<file path="config.mk">
export PLATFORM = sky130hd
export DESIGN_NAME = bcd_sevenseg_scan
export DESIGN_NICKNAME = d
export VERILOG_FILES = /design/src/rtl/sevenseg_pkg.sv /design/src/rtl/sevenseg_decode.sv /design/src/rtl/bcd_sevenseg_scan.sv
export SDC_FILE = /design/constraint.sdc
export NUM_CORES = 1
export LEC_CHECK = 0
export ABC_AREA = 1
export CAP_MARGIN = 20
export CORE_ASPECT_RATIO = 1.75
export CORE_MARGIN = 8
export CORE_UTILIZATION = 40
export DETAILED_ROUTE_END_ITERATION = 7
export SLEW_MARGIN = 20
export SYNTH_ARGS = -nofsm -noshare
export SYNTH_HDL_FRONTEND = slang
export SYNTH_SLANG_ARGS = --single-unit
</file>
<file path="constraint.sdc">
create_clock -name clk -period 3.9 [get_ports clk]
set_clock_uncertainty 0.1 [all_clocks]
set_input_delay 1.17 -clock clk [delete_from_list [all_inputs] [get_ports clk]]
set_output_delay 1.17 -clock clk [all_outputs]
set_load 0.02 [all_outputs]
</file>
<file path="src/rtl/sevenseg_pkg.sv">
// Shared constants for the multiplexed seven-segment driver: active-low
// segment codes {g,f,e,d,c,b,a}, the all-off digit enable and the digit index type.
package sevenseg_pkg;

  localparam logic [6:0] SEG_0     = 7'h40;
  localparam logic [6:0] SEG_1     = 7'h79;
  localparam logic [6:0] SEG_2     = 7'h24;
  localparam logic [6:0] SEG_3     = 7'h30;
  localparam logic [6:0] SEG_4     = 7'h19;
  localparam logic [6:0] SEG_5     = 7'h12;
  localparam logic [6:0] SEG_6     = 7'h02;
  localparam logic [6:0] SEG_7     = 7'h78;
  localparam logic [6:0] SEG_8     = 7'h00;
  localparam logic [6:0] SEG_9     = 7'h10;
  localparam logic [6:0] SEG_DASH  = 7'h3F;
  localparam logic [6:0] SEG_BLANK = 7'h7F;

  localparam logic [2:0] AN_OFF = 3'b111;

  typedef logic [1:0] dig_t;

  localparam dig_t DIG_ONES     = 2'd0;
  localparam dig_t DIG_TENS     = 2'd1;
  localparam dig_t DIG_HUNDREDS = 2'd2;

  // One-cold digit enable; the unused index 3 keeps every digit dark.
  function automatic logic [2:0] an_onecold(input dig_t d);
    logic [2:0] an;
    an = AN_OFF;
    case (d)
      DIG_ONES:     an = 3'b110;
      DIG_TENS:     an = 3'b101;
      DIG_HUNDREDS: an = 3'b011;
      default:      an = AN_OFF;
    endcase
    return an;
  endfunction

endpackage

</file>
<file path="src/rtl/sevenseg_decode.sv">
// Combinational BCD nibble to active-low seven-segment code; A-F show a dash.
module sevenseg_decode
  import sevenseg_pkg::*;
(
  input  logic [3:0] nib_i,
  output logic [6:0] seg_o
);

  always_comb begin
    seg_o = SEG_DASH;
    case (nib_i)
      4'd0:    seg_o = SEG_0;
      4'd1:    seg_o = SEG_1;
      4'd2:    seg_o = SEG_2;
      4'd3:    seg_o = SEG_3;
      4'd4:    seg_o = SEG_4;
      4'd5:    seg_o = SEG_5;
      4'd6:    seg_o = SEG_6;
      4'd7:    seg_o = SEG_7;
      4'd8:    seg_o = SEG_8;
      4'd9:    seg_o = SEG_9;
      default: seg_o = SEG_DASH;
    endcase
  end

endmodule

</file>
<file path="src/rtl/bcd_sevenseg_scan.sv">
// Three-digit common-anode scan driver with frame-aligned value update.
// Leading-zero blanking is enabled by defining BCD_SCAN_LZB_EN.
module bcd_sevenseg_scan
  import sevenseg_pkg::*;
#(
  parameter int CLK_DIV = 50000
) (
  input  logic        clk,
  input  logic        rst_n,
  input  logic [11:0] bcd,
  input  logic        bcd_load,
  output logic [6:0]  seg,
  output logic [2:0]  an,
  output logic        frame_done
);

  localparam int DW = (CLK_DIV > 2) ? $clog2(CLK_DIV) : 1;
  localparam logic [DW-1:0] DIV_MAX = DW'(CLK_DIV - 1);

  logic [DW-1:0] div_cnt_q, div_cnt_d;
  dig_t          dig_q, dig_d;
  logic [11:0]   disp_q, disp_d;
  logic [11:0]   pend_q, pend_d;
  logic          pend_flag_q, pend_flag_d;
  logic          wrap_q;
  logic          tick, swap;
  logic [3:0]    nib;
  logic          blank;
  logic [6:0]    dec_seg, seg_d;
  logic [2:0]    an_d;
  logic [6:0]    seg_q;
  logic [2:0]    an_q;
  logic          frame_done_q;

  always_comb begin
    tick        = (div_cnt_q == DIV_MAX);
    swap        = tick && (dig_q == DIG_HUNDREDS);
    div_cnt_d   = tick ? '0 : div_cnt_q + DW'(1);
    dig_d       = dig_q;
    disp_d      = disp_q;
    pend_d      = pend_q;
    pend_flag_d = pend_flag_q;
    if (tick) begin
      dig_d = swap ? DIG_ONES : dig_q + 2'd1;
    end
    // Swap takes the pre-cycle pending value; a same-cycle load re-arms the flag.
    if (swap && pend_flag_q) begin
      disp_d      = pend_q;
      pend_flag_d = 1'b0;
    end
    if (bcd_load) begin
      pend_d      = bcd;
      pend_flag_d = 1'b1;
    end
  end

  always_comb begin
    nib = disp_q[3:0];
    case (dig_q)
      DIG_TENS:     nib = disp_q[7:4];
      DIG_HUNDREDS: nib = disp_q[11:8];
      default:      nib = disp_q[3:0];
    endcase
  end

`ifdef BCD_SCAN_LZB_EN
  assign blank = ((dig_q == DIG_HUNDREDS) && (disp_q[11:8] == 4'd0)) ||
                 ((dig_q == DIG_TENS)     && (disp_q[11:4] == 8'd0));
`else
  assign blank = 1'b0;
`endif

  sevenseg_decode u_decode (
    .nib_i (nib),
    .seg_o (dec_seg)
  );

  assign seg_d = blank ? SEG_BLANK : dec_seg;
  assign an_d  = an_onecold(dig_q);

  always_ff @(posedge clk or negedge rst_n) begin
    if (!rst_n) begin
      div_cnt_q    <= '0;
      dig_q        <= DIG_ONES;
      disp_q       <= 12'h000;
      pend_q       <= 12'h000;
      pend_flag_q  <= 1'b0;
      wrap_q       <= 1'b0;
      seg_q        <= SEG_BLANK;
      an_q         <= AN_OFF;
      frame_done_q <= 1'b0;
    end else begin
      div_cnt_q    <= div_cnt_d;
      dig_q        <= dig_d;
      disp_q       <= disp_d;
      pend_q       <= pend_d;
      pend_flag_q  <= pend_flag_d;
      wrap_q       <= swap;
      seg_q        <= seg_d;
      an_q         <= an_d;
      // Delayed one cycle so the pulse lines up with the new frame's digit 0.
      frame_done_q <= wrap_q;
    end
  end

  assign seg        = seg_q;
  assign an         = an_q;
  assign frame_done = frame_done_q;

endmodule
</file>
# Word level (Yosys, flattened, before mapping)
# Memories as Yosys holds them, arrays and structs flattened. A register that Yosys moved wholly into a read port is not among the register bits.
# Cells that the tools add are included.
[word_totals]
ff_bits = 48
rom_bits = 112
in_bits = 15
mem_count = 1
[memory_table]
columns = ["name", "words", "word_bits", "read_ports", "rd_ports_with_merged_regs", "wr", "line_no", "text"]
rows = [
  ["(no name shown)", 16, 7, 1, 1, 0, "sevenseg_decode.sv:11", "case (nib_i)"],
]
[op_classes]
addsub = 2
n_eq_ne = 3
mux = 6
reduce_logical = 5
[ops]
columns = ["op", "count"]
rows = [
  ["$add A16 B1 Y16 const B", 1],
  ["$eq A16 B16 Y1 const B", 1],
  ["$mux W16", 1],
  ["$pmux W3 S3", 1],
  ["$pmux W4 S2", 1],
  ["$add A2 B1 Y2 const B", 1],
  ["$eq A2 B1 Y1 const B", 1],
  ["$eq A2 B2 Y1 const B", 1],
  ["$logic_and A1 B1 Y1", 2],
  ["$logic_not A2 Y1", 1],
  ["$mux W1", 2],
  ["$mux W2", 1],
  ["$reduce_bool A2 Y1", 1],
  ["$logic_not A1 Y1", 1],
]

# Logic depth before layout (Yosys ltp)
[depth]
ltp_word = 5
depth_mapped = 14
depth_no_buf = 13

# By module
# A second synthesis with hierarchy kept.
[hier_totals]
cells_unflattened = 310
hier_area_um2 = 2611.3
[by_module_without_submodules]
columns = ["mod", "instances", "cells_per_inst", "area_per_inst_um2"]
rows = [
  ["bcd_sevenseg_scan", 1, 275, 2424.8],
  ["sevenseg_decode", 1, 35, 186.4],
]

# Worst setup path after synthesis
# Ideal clock, no wire load.
[synth_timing]
path_type = "register -> register"
from = "register dig_q[0]"
to = "register seg_q[5] (netlist: seg[5])"
setup_time_ns = 0.080
arrival_ns = 1.671
t_required_ns = 3.720
setup_slack_ns = 2.049
stages_incl_launch_ff = 10
n_path_buf = 0
synth_period_minus_slack_ns = 1.851
cell_sequence = "dfrtp_1 inv_1 ha_1 or2_2 nand2_1 inv_1 ha_1 nand3b_1 nand2_1 a21oi_1"
[synth_via]
elab_chain_cells = 2
word_cells_on_any_way = 3
[synth_rtl]
columns = ["item", "line_no", "text"]
rows = [
  ["start, declared", "bcd_sevenseg_scan.sv:21", "dig_t dig_q, dig_d;"],
  ["start signal, assigned", "bcd_sevenseg_scan.sv:94", "dig_q <= dig_d;"],
  ["$eq A2 B2 Y1 or $eq A2 B1 Y1 (tied branches)", "bcd_sevenseg_scan.sv:59", "case (dig_q)"],
  ["$pmux W4 S2 (*)", "bcd_sevenseg_scan.sv:59", ""],
  ["end, declared", "bcd_sevenseg_scan.sv:31", "logic [6:0] seg_q;"],
]
# Every way passes the cells marked *; elsewhere a longest branch is shown, timed or not.
# A chain may end at the register's enable or synchronous reset.

# Worst setup path in the final report
[layout_timing]
from = "register seg_q[3] (netlist: seg[3])"
to = "output seg[3]"
[layout_lines]
columns = ["item", "line_no", "text"]
rows = [
  ["end, declared", "bcd_sevenseg_scan.sv:12", "output logic [6:0] seg,"],
]
# No word-level cell between the ends.

==> results.md <==
* Outcome: completed
* Clock root buffer master: clkbuf_16
* Crit-path cells: clkdlybuf4s50_1
* Slowest stage delay, CP at 0.60 ns
* HPWL after detailed placement at 3756 um
* 1st-iter DRT viols at 104
* Core Region at 0.006441 mm2
* Post-CTS resize count at 0
* Synth top area share at 42.74%
* Synth Instances at 319
* Critical path class: flop to primary output
* Most frequent cell after synthesis: nand2_1
* Clk_lat worst skew at 0.29 ns
* CP max FO at 1
* Hold Path Class: flop to flop
* Family with the most delay on the worst path: buffers and inverters
* Reg2Reg Setup Slack at 1.77 ns
* Post-CTS Setup Bufs at 0
* Synth warnings at 0
* Fill cell count at 657
* Antenna violations before repair at 0
* Via/cell ratio at 4.712
* Final setup TNS at 0 ns
* Nets at 369
* Sinks on Clock Net at 55
* Syn_area_per_cell at 8.260 um2
* Max Root-Sink Buffers at 2
* Multi-input logic area at 0.001031 mm2
* Top cells by count, synth: nand2_1 (121), dfrtp_1 (45), inv_1 (37)
* Rows at 39
* Post-route ant nets at 0
* Crit path launch type: flop
* Max-cap violations at 0
* Post-synth EDFFs at 0
* Tot GR Track Use at 11.36%
* Sequential cell area fraction in the yosys report at 52.71%
* Total number of vias at 2026
* Final Util at 47.84%
* Slew headroom at 54.04%
* Diodes inserted at 0
* Final setup vio count at 0
* FF+latch count, synth at 55
* Routed WL at 4873 um
* DRC at 0
* Crit end category: primary output
* Overall die area at 0.009543 mm2
* Grt total ovfl at 0
* CP Buf/Inv Count at 1
* Main area contributors after synthesis: dfrtp_1 (43%), nand2_1 (17%), dfstp_2 (10%)
* First drt pass iteration count at 5
* Period utilization at 68.61%
* Asr flop ratio synth at 100.0%
* First-pass GRT wire length at 8804 um
* Top FF cell, synth: dfrtp_1
* Layout cells sized above 1 at 8.621%
* Max Clock Freq at 0.3737 GHz
* Sequential cell area at 0.001389 mm2
* TritonCTS clock tree: yes
* Crit path required time at 2.63 ns
* Final Hold Fails at 0
* Maximum vdd drop at 0.0002453 V
* Clk slew on worst S/H paths at 0.07 ns
* Min Tclk post-route at 2.676 ns
* PwrDens at 346.6 mW/mm2
* Final hold slack at 0.2504 ns
* Vias in the first global route at 1949
* CTS Buf Count at 5
* Worst-Margin Slew at 0.6894 ns
* Initial Util at 40.91%
* Syn Std Cell Area at 0.002635 mm2
* Routed length per instance at 11.33 um
* Largest net degree at the start of global routing at 32
* Post-CTS Hold Fix Bufs at 0
* Chip width at 77.36 um
* Layout area overhead at 16.95%
* Post-synth net total at 341
* Cell variety after synth at 22
* RSZ-0062 raised after global routing: no
* Die height at 123.4 um
* Slowest cell on crit path: clkdlybuf4s50_1
* CTS H-tree depth at 2
* Post-synth top area cell: dfrtp_1
* IO Count at 26
* Arr. time, crit path at 1.41 ns
* Port Buf Inserts at 25
* Slew Limit Fails at 0
* GP Congestion at 0.8413
* Leak at 1.590 nW
-- per-layer routing --
metal / track usage [%] / wire length, um / part of all wire [%]
met4: 6.651 / 147 / 3.0
met2: 20.06 / 2587 / 53
met3: 2.838 / 161 / 3.3
met5: 0 / 0 / 0
met1: 11.97 / 1976 / 41
-- metrics by stage --
step | worst slack, ns | area (um2) | instances | power, mW
finish | 1.224 | 3082 | 430 | 1.068
global route | 1.178 | 3082 | 430 | 1.116
CTS | 1.211 | 3082 | 430 | 1.081
detailed placement | 1.504 | 2937 | 422 | 0.6392
global placement | 1.530 | 2937 | 422 | 0.6384
floorplan | 2.049 | 2635 | 319 | 0.6089
-- cell families after synthesis --
logic type	after synthesis	synth area share [%]
AOI/OAI and AO/OA	13	2.564
xor gates and xnor gates	6	1.994
adders and majority gates	7	3.324
buffers and inverters	45	8.167
DFF	55	52.71
and+or+nand+nor	193	31.24
-- cell type report --
cell class              count  area share [%]
clock inverters             2          0.5278
inverters                  37           4.507
well taps                  82           3.329
multi-input cells         219           33.46
clock buffers               6           4.182
flip-flops and latches     55           45.07
repair buffers             29           8.932
-- state kept, by name, indices dropped and copies added, names as in the netlist --
name / count
div_cnt_q: 16
seg: 7
dig_q: 2
an: 3
disp_q: 12
frame_done: 1
wrap_q: 1
pend_flag_q: 1
pend_q: 12
-- cell usage in the layout (no fill, tap or decap) --
master | netlist | final
nand3b_1 | 1 | 1
inv_6 | 0 | 1
or2_2 | 2 | 2
clkbuf_1 | 2 | 1
nor2_4 | 2 | 2
buf_4 | 0 | 4
clkinvlp_4 | 0 | 1
nand4_1 | 14 | 14
o21ai_0 | 8 | 8
dfstp_2 | 10 | 10
clkbuf_16 | 0 | 5
nor3_1 | 5 | 5
o21bai_1 | 1 | 1
ha_1 | 7 | 7
nand3_2 | 1 | 1
inv_1 | 37 | 37
buf_2 | 1 | 1
nand3_1 | 16 | 16
xor2_1 | 6 | 6
nor2_1 | 28 | 28
clkdlybuf4s50_1 | 0 | 24
nand2_1 | 121 | 121
nand2_2 | 3 | 3
a21oi_1 | 4 | 4
dfrtp_1 | 45 | 45
-- power by group --
part / internal (mW) / switching, mW
logic: 0.0185 / 0.0208
registers: 0.582 / 0.00572
clock network: 0.241 / 0.201
-- worst register-to-register path: stages, from the launching register on --
cell,delay (ns)
dfrtp_1,0.41
inv_1,0.11
ha_1,0.33
buf_4,0.25
nand2_1,0.08
nand3_1,0.10
nand2_1,0.12
ha_1,0.31
inv_1,0.07
nand2_1,0.05
nand2_1,0.07
nand2_1,0.05
nand2_1,0.05
-- final timing paths --
check / start / to / cells after the start
max: seg[3]$_DFF_PN1_ / seg[3] / 1
min: wrap_q$_DFF_PN0_ / frame_done$_DFF_PN0_ / 0
max reg2reg: dig_q[0]$_DFFE_PN0N_ / seg[3]$_DFF_PN1_ / 12
min reg2reg: wrap_q$_DFF_PN0_ / frame_done$_DFF_PN0_ / 0
max in group asynchronous: rst_n / an[2]$_DFF_PN1_ / 2
min in group asynchronous: rst_n / div_cnt_q[12]$_DFF_PN0_ / 1
Power figures use the tool's default switching activity.
